[src/rtl/stopwatch_pkg.sv]
// Shared types and constants for the two-digit BCD stopwatch.
package stopwatch_pkg;

    // Control states; the unused encoding 2'd3 is decoded as IDLE.
    typedef enum logic [1:0] {
        IDLE  = 2'd0,
        RUN   = 2'd1,
        PAUSE = 2'd2
    } state_e;

    // Highest legal value of a single BCD digit.
    localparam logic [3:0] BCD_MAX = 4'd9;

endpackage : stopwatch_pkg

[src/rtl/stopwatch_ctrl_bcd_digit.sv]
// Single mod-10 BCD digit with synchronous clear and a carry-out
// that fires on the increment that rolls 9 back to 0.
module bcd_digit
    import stopwatch_pkg::*;
(
    input  logic       clk,
    input  logic       rst,
    input  logic       clr,
    input  logic       inc,
    output logic [3:0] q,
    output logic       carry
);

    logic [3:0] q_q, q_d;

    // Next digit value: clear has priority, then increment modulo 10.
    // NOTE: every variable written here gets a default first, so no path leaves it unassigned and no latch is inferred.
    always_comb begin
        q_d = q_q;
        if (clr) begin
            q_d = 4'd0;
        end else if (inc) begin
            // >= keeps the digit inside 0-9 even from an illegal value.
            q_d = (q_q >= BCD_MAX) ? 4'd0 : q_q + 4'd1;
        end
    end

    // Digit register.
    // NOTE: sequential state uses non-blocking assignments so every flop samples pre-edge values.
    always_ff @(posedge clk or negedge rst) begin
        if (!rst) begin
            q_q <= 4'd0;
        end else begin
            q_q <= q_d;
        end
    end

    assign q     = q_q;
    assign carry = inc & (q_q == BCD_MAX);

endmodule : bcd_digit

[src/rtl/stopwatch_ctrl.sv]
// Stopwatch controller: button edge detect, IDLE/RUN/PAUSE control,
// prescaler gating, cascaded ones/tens BCD count, lap freeze and the
// display mux feeding the 7-segment driver.
module stopwatch_ctrl
    import stopwatch_pkg::*;
#(
    parameter int TICK_DIV = 50_000_000
) (
    input  logic       clk,
    input  logic       rst,
    input  logic       btn_ss,
    input  logic       btn_clr,
    input  logic       btn_lap,
    output logic [3:0] disp_ones,
    output logic [3:0] disp_tens,
    output logic       running,
    output logic       lap_held,
    output logic       wrap
);

    localparam int             PW         = $clog2(TICK_DIV);
    localparam logic [PW-1:0]  PRESC_LAST = PW'(TICK_DIV - 1);

    // Button history for rising-edge detection.
    logic ss_q, clr_q, lap_q;
    logic ss_ev, clr_ev, lap_ev;

    // Control state.
    state_e state_q, state_d;
    logic   in_run;
    logic   clr_act;

    // Prescaler and count.
    logic [PW-1:0] presc_q, presc_d;
    logic          tick;
    logic [3:0]    ones_q, tens_q;
    logic          ones_carry, tens_carry;

    // Lap capture and registered outputs.
    logic       lap_held_q, lap_held_d;
    logic [3:0] lap_ones_q, lap_ones_d;
    logic [3:0] lap_tens_q, lap_tens_d;
    logic       running_q, running_d;
    logic       wrap_q, wrap_d;

    assign ss_ev  = btn_ss  & ~ss_q;
    assign clr_ev = btn_clr & ~clr_q;
    assign lap_ev = btn_lap & ~lap_q;

    assign in_run = (state_q == RUN);
    // Clear is only honoured while stopped; in RUN it is dropped.
    assign clr_act = clr_ev & ~in_run;
    // A tick is the RUN edge where the prescaler completes its period.
    assign tick    = in_run & (presc_q == PRESC_LAST);

    // Record last-cycle button levels so a held button yields one event.
    always_ff @(posedge clk or negedge rst) begin
        if (!rst) begin
            ss_q  <= 1'b0;
            clr_q <= 1'b0;
            lap_q <= 1'b0;
        end else begin
            ss_q  <= btn_ss;
            clr_q <= btn_clr;
            lap_q <= btn_lap;
        end
    end

    // Next control state; clear beats start/stop when both arrive together.
    always_comb begin
        state_d = state_q;
        case (state_q)
            RUN: begin
                if (ss_ev) state_d = PAUSE;
            end
            PAUSE: begin
                if (clr_ev)     state_d = IDLE;
                else if (ss_ev) state_d = RUN;
            end
            default: begin
                state_d = IDLE;
                if (!clr_ev && ss_ev) state_d = RUN;
            end
        endcase
    end

    // Prescaler advances only in RUN, wraps on a tick, holds in PAUSE.
    always_comb begin
        presc_d = presc_q;
        if (clr_act) begin
            presc_d = '0;
        end else if (tick) begin
            presc_d = '0;
        end else if (in_run) begin
            presc_d = presc_q + PW'(1);
        end
    end

    // Lap freeze: capture in RUN when free, release on any lap event while held.
    always_comb begin
        lap_held_d = lap_held_q;
        lap_ones_d = lap_ones_q;
        lap_tens_d = lap_tens_q;
        if (clr_act) begin
            lap_held_d = 1'b0;
        end else if (lap_ev) begin
            if (lap_held_q) begin
                lap_held_d = 1'b0;
            end else if (in_run) begin
                lap_held_d = 1'b1;
                lap_ones_d = ones_q;
                lap_tens_d = tens_q;
            end
        end
    end

    // Status flags registered alongside the state they describe.
    always_comb begin
        running_d = (state_d == RUN);
        wrap_d    = tens_carry;
    end

    // Control, prescaler, lap and status registers.
    // NOTE: the lap capture digits are reset too, so no value from before reset can ever reach the display.
    always_ff @(posedge clk or negedge rst) begin
        if (!rst) begin
            state_q    <= IDLE;
            presc_q    <= '0;
            lap_held_q <= 1'b0;
            lap_ones_q <= 4'd0;
            lap_tens_q <= 4'd0;
            running_q  <= 1'b0;
            wrap_q     <= 1'b0;
        end else begin
            state_q    <= state_d;
            presc_q    <= presc_d;
            lap_held_q <= lap_held_d;
            lap_ones_q <= lap_ones_d;
            lap_tens_q <= lap_tens_d;
            running_q  <= running_d;
            wrap_q     <= wrap_d;
        end
    end

    bcd_digit u_ones (
        .clk   (clk),
        .rst   (rst),
        .clr   (clr_act),
        .inc   (tick),
        .q     (ones_q),
        .carry (ones_carry)
    );

    bcd_digit u_tens (
        .clk   (clk),
        .rst   (rst),
        .clr   (clr_act),
        .inc   (ones_carry),
        .q     (tens_q),
        .carry (tens_carry)
    );

    assign disp_ones = lap_held_q ? lap_ones_q : ones_q;
    assign disp_tens = lap_held_q ? lap_tens_q : tens_q;
    assign running   = running_q;
    assign lap_held  = lap_held_q;
    assign wrap      = wrap_q;

endmodule : stopwatch_ctrl
[config.mk]
export PLATFORM = sky130hd
export DESIGN_NAME = stopwatch_ctrl
export DESIGN_NICKNAME = d
export VERILOG_FILES = /design/src/rtl/stopwatch_pkg.sv /design/src/rtl/stopwatch_ctrl_bcd_digit.sv /design/src/rtl/stopwatch_ctrl.sv
export SDC_FILE = /design/constraint.sdc
export NUM_CORES = 1
export LEC_CHECK = 0
export ABC_CLOCK_PERIOD_IN_PS = 6100
export BUFFER_PORTS_ARGS = -buffer_cell sky130_fd_sc_hd__buf_2
export CORE_ASPECT_RATIO = 1.5
export CORE_MARGIN = 1
export CORE_UTILIZATION = 45
export DETAILED_ROUTE_END_ITERATION = 10
export GPL_TIMING_DRIVEN = 0
export PLACE_DENSITY = 0.59
export SLEW_MARGIN = 20
export SYNTH_ARGS = -nofsm -noshare
export SYNTH_HDL_FRONTEND = slang
export SYNTH_SLANG_ARGS = --single-unit
[constraint.sdc]
create_clock -name clk -period 6.1 [get_ports clk]
set_clock_uncertainty 0.15 [all_clocks]
set_input_delay 0.61 -clock clk [delete_from_list [all_inputs] [get_ports clk]]
set_output_delay 0.61 -clock clk [all_outputs]
set_load 0.05 [all_outputs]
# Word level (Yosys, flattened, before mapping)
# Index checks and enable logic that the tools add are counted.
# totals
ff_bits	50
output_inout_bits	11
word_cells	63
input_bits	5
# op_classes
bitwise	13
reduce_logical	7
n_eq_ne	6
order_cmp	2
muxes	20
n_addsub	3
# ops
operator	n
$mux 26	3
$mux 4	8
$add 26x1->26 const B	1
$eq 26x26->1 const B	1
$add 4x1->4 const B	2
$eq 4x4->1 const B	2
$ge 4x4->1 const B	2
$and 1x1->1	7
$mux 2	3
$not 1->1	6
$reduce_bool 2->1	3
$mux 1	5
$eq 2x1->1 const B	2
$pmux 2 s2	1
$reduce_and 4->1	1
$reduce_bool 3->1	1
$eq 2x2->1 const B	1
$logic_and 1x1->1	1
$logic_not 1->1	1

# Longest topological paths before layout
# depth
depth_word	7
mapped_depth	8
ltp_nobuf	6

# By module
# From an unflattened synthesis, not the netlist that was laid out.
# unflattened
cells_unflattened	276
hier_area_um2	2758.9
# modules_own_cells
module	area_each_um2	cells_each	seq_area_each_um2	instances
stopwatch_ctrl	2220.9	222	1051.0	1
bcd_digit	269.0	27	100.1	2

# Least setup slack after synthesis
# OpenSTA, ideal clock, no wires.
# synth_path
kind	register to output
start	register lap_held_q (netlist: lap_held)
end	output disp_ones[0]
required_time_ns	5.340
n_path_buf	2
t_arrival_ns	2.111
path_slack_ns	3.229
stages_incl_launch_ff	4
cell_sequence	dfrtp_1 > clkbuf_1 > clkbuf_1 > o21ai_0
# synth_via
elab_chain_len	1
# synth_lines
item	line	source
start, declared	stopwatch_ctrl.sv:40	logic lap_held_q, lap_held_d;
start signal, assigned	stopwatch_ctrl.sv:137	lap_held_q <= lap_held_d;
$mux 4	stopwatch_ctrl.sv:163	assign disp_ones = lap_held_q ? lap_ones_q : ones_q;
end, declared	stopwatch_ctrl.sv:14	output logic [3:0] disp_ones,
# Every way passes these cells.

# Worst setup path in the final report
# layout_path
start	register lap_held_q (netlist: lap_held)
end	output disp_tens[1]
# layout_via
elab_chain_len	1
# layout_lines
item	line	source
$mux 4	stopwatch_ctrl.sv:164	assign disp_tens = lap_held_q ? lap_tens_q : tens_q;
end, declared	stopwatch_ctrl.sv:15	output logic [3:0] disp_tens,
# Every way passes these cells.

==> metrics <==
initial antenna violation count 0; count of non-filler cells in the finished layout approximately 370; Synth Flop Type sky130_fd_sc_hd__dfrtp_1; Max stage delay on crit path around 0.38 ns; proportion of power drawn by flip-flops and latches 55.4%; Die Outline Area approximately 6400 um2; number of placement rows 34; routed wire length per instance ~16 um; Antenna Nets Post-Route 0; number of clock buffers inserted by TritonCTS 5; final critical delay including setup and external delays between 2 and 3 ns; post-synthesis register bit count 50; die outline height 97.6 um; antenna diode instance count 0; switching share of power roughly a quarter; largest fanout on the critical path 10; most frequent cell on the critical path sky130_fd_sc_hd__clkbuf_1; buffers inserted by post-CTS timing repair 0; overall power of the completed layout about 0.00062 W; start of the worst register-to-register path presc_q[16]; width of the die about 66 um; relative area change from synthesis to final layout 10.0%; final non-filler cell area 3010 um2; synthesized instance count around 280; most frequently used cell type in the post-synthesis netlist sky130_fd_sc_hd__dfrtp_1; combinational group share of total power 7.4%; core area between 5000 and 6000 um2; crit path capture type primary output; total area of multi-input combinational cells between 1000 and 1500 um2; area of the mapped netlist roughly 2700 um2; initial core utilization between 40% and 50%; Hold Buf Count CTS 0; nature of the critical path startpoint flop; Root Driver sky130_fd_sc_hd__clkbuf_8; total negative setup slack 0 ns; status complete, no violations; FF-to-FF setup slack around 3.6 ns; EDFF count, synth 0; vias in the first global route between 2000 and 2500; number of ports placed on the die boundary 16; Internal Dissipation 0.000476 W; class of the most critical hold timing path input pin to async pin; VDD IR max slightly below 0.1 mV; post-synthesis area per instance around 9.9 um2; Unique masters post-synth 45; Port Buf Inserts 15; ranking of synthesized cells by area sky130_fd_sc_hd__dfrtp_1, sky130_fd_sc_hd__mux2_2, sky130_fd_sc_hd__ha_1; First-pass DRT Iterations 4; Max Clock Freq 0.383 GHz; critical path data required time 5.34 ns; clock network fraction of total power 37.2%; share of flip-flops with an asynchronous set or reset 100%; post-synthesis sequential area ratio ~46%; H-tree lvl count 2; data arrival time of the critical path 1.85 ns; number of warnings issued by yosys 0; routability congestion estimate from global placement around 0.76; RSZ-0062 raised after global routing no; Least-Margin Pin Slew roughly 0.8 ns; Psw between 0.0001 and 0.00015 W; kind of critical path flop to primary output; Placed Cells roughly 360; count of cells along the worst register-to-register path 6; post-place instance area between 2000 and 3000 um2; Post-route DRC 0; reported leakage power ~1.3 nW; reported max-cap violation count 0; final net count approximately 310; Cell Pwr Density ~210 nW/um2; Storage cell area 1250 um2; sum of overflow across all layers after global routing 0; clock sink count 50; CTS Buffer Depth 2; DRT iter0 DRCs about 120; share of Yosys cell area claimed by the top area cell type between 40% and 50%; number of hold violations in the final report 0; Reg clk slew, reported paths 0.09 ns; vias per std cell roughly 5.9; tightest slew margin relative to the limit a little under half; gr usage total 20.3%; final max-slew violation count 0; via count of the routed design between 2000 and 2500; first-pass GRT wire length approximately 10 mm; post-CTS resize count 0; worst hold margin 0.172 ns; clk_lat worst skew approximately 0.30 ns; ratio of cells with drive above 1 in the final layout around 17%; worst-path cell chain clkbuf_1, clkbuf_1, nand2_1, o21ai_0, buf_2; half-perimeter wire length after detailed placement about 4.1 mm; cell taking the most area after synthesis sky130_fd_sc_hd__dfrtp_1; fin crit share 42.8%; largest net degree at the start of global routing 51; library cell contributing the largest single delay on the critical path sky130_fd_sc_hd__clkbuf_1; count of fill cells added during filler insertion between 500 and 600; final setup vio count 0; FF-to-FF End presc_q[21]; number of nets produced by synthesis between 200 and 300; wire length after detailed routing around 5.9 mm; CTS tree built; cell types with the highest counts after synthesis sky130_fd_sc_hd__dfrtp_1, sky130_fd_sc_hd__nand2_1, sky130_fd_sc_hd__o21ai_0
-- critical path: cells and delay by family (launching register included) --
kind | cells | cell delay (ns)
compound gates | 1 | 0.08
buf+inv | 3 | 1.03
flops | 1 | 0.35
simple gates | 1 | 0.08
-- state kept, by name, summed over array words and instances (netlist names) --
register,count
wrap,1
u_tens.q,4
clr_q,1
presc_q,26
lap_held,1
running,1
lap_ones_q,4
lap_q,1
u_ones.q,4
state_q,2
ss_q,1
lap_tens_q,4
-- routing by layer --
| metal | GRT usage (%) | routed length [um] |
|---|---|---|
| met5 | 0 | 0 |
| met3 | 3.17 | 136 |
| met1 | 26.7 | 2690 |
| met4 | 5.52 | 62 |
| met2 | 33.8 | 2970 |
-- power by group through the flow --
stage                     combinational [W]  clock [W]  sequential (W)
after CTS                         0.0000474   0.000238        0.000344
after detailed placement          0.0000472          0        0.000351
after global placement            0.0000465          0        0.000350
after global routing              0.0000519   0.000257        0.000346
final                             0.0000459   0.000231        0.000344
after floorplan                   0.0000265          0        0.000353
-- how the worst max path moves through the flow --
stage | start | to | cells after the start
2_1_floorplan | lap_held | disp_ones[0] | 3
3_3_place_gp | btn_clr | presc_q[14] | 7
3_5_place_dp | btn_clr | presc_q[14] | 7
4_1_cts | lap_held | disp_tens[0] | 5
5_1_grt | lap_held | disp_tens[0] | 5
6_report | lap_held | disp_tens[1] | 5
-- area by class of cell --
| type | instances | share of cell area (%) |
|---|---|---|
| Clock inverter | 1 | 0.996 |
| Inverter | 11 | 1.37 |
| Timing Repair Buffer | 15 | 2.57 |
| Multi-Input combinational cell | 205 | 45.7 |
| Sequential cell | 50 | 41.5 |
| Tap cell | 72 | 2.99 |
| Clock buffer | 7 | 2.53 |
| Buffer | 11 | 2.28 |
-- cells by family after synthesis --
logic type / after synthesis / synth area share, %
buf+inv: 22 / 4.02
mux: 11 / 4.52
flops: 50 / 45.7
compound gates: 70 / 16.0
xor+xnor: 9 / 2.88
simple gates: 106 / 22.8
fa+ha+maj: 9 / 4.11
-- metrics by stage --
step / util [%] / worst slack, ns
final: 51.7 / 3.49
after CTS: 51.7 / 3.45
after floorplan: - / 3.23
after detailed placement: 49.9 / 3.57
after global routing: 51.7 / 3.35
after global placement: 49.8 / 3.56
-- cells in the final DEF, fill, tap and decap left out, drive strengths merged, types with 2 or more instances in the layout --
| cell | n |
|---|---|
| dfrtp | 50 |
| nand2 | 27 |
| o21ai | 23 |
| a21oi | 20 |
| buf | 20 |
| clkbuf | 13 |
| nand4 | 12 |
| inv | 11 |
| mux2 | 11 |
| nor2 | 11 |
| o31ai | 10 |
| ha | 9 |
| or4 | 9 |
| nand3 | 8 |
| or3 | 7 |
| xor2 | 7 |
| and4 | 7 |
| nor2b | 5 |
| o2111ai | 5 |
| nand2b | 4 |
| nor4 | 4 |
| and3 | 3 |
| o211ai | 3 |
| or3b | 2 |
| xnor2 | 2 |
| a31o | 2 |
| o22ai | 2 |
(Power assumes the default switching activity.)
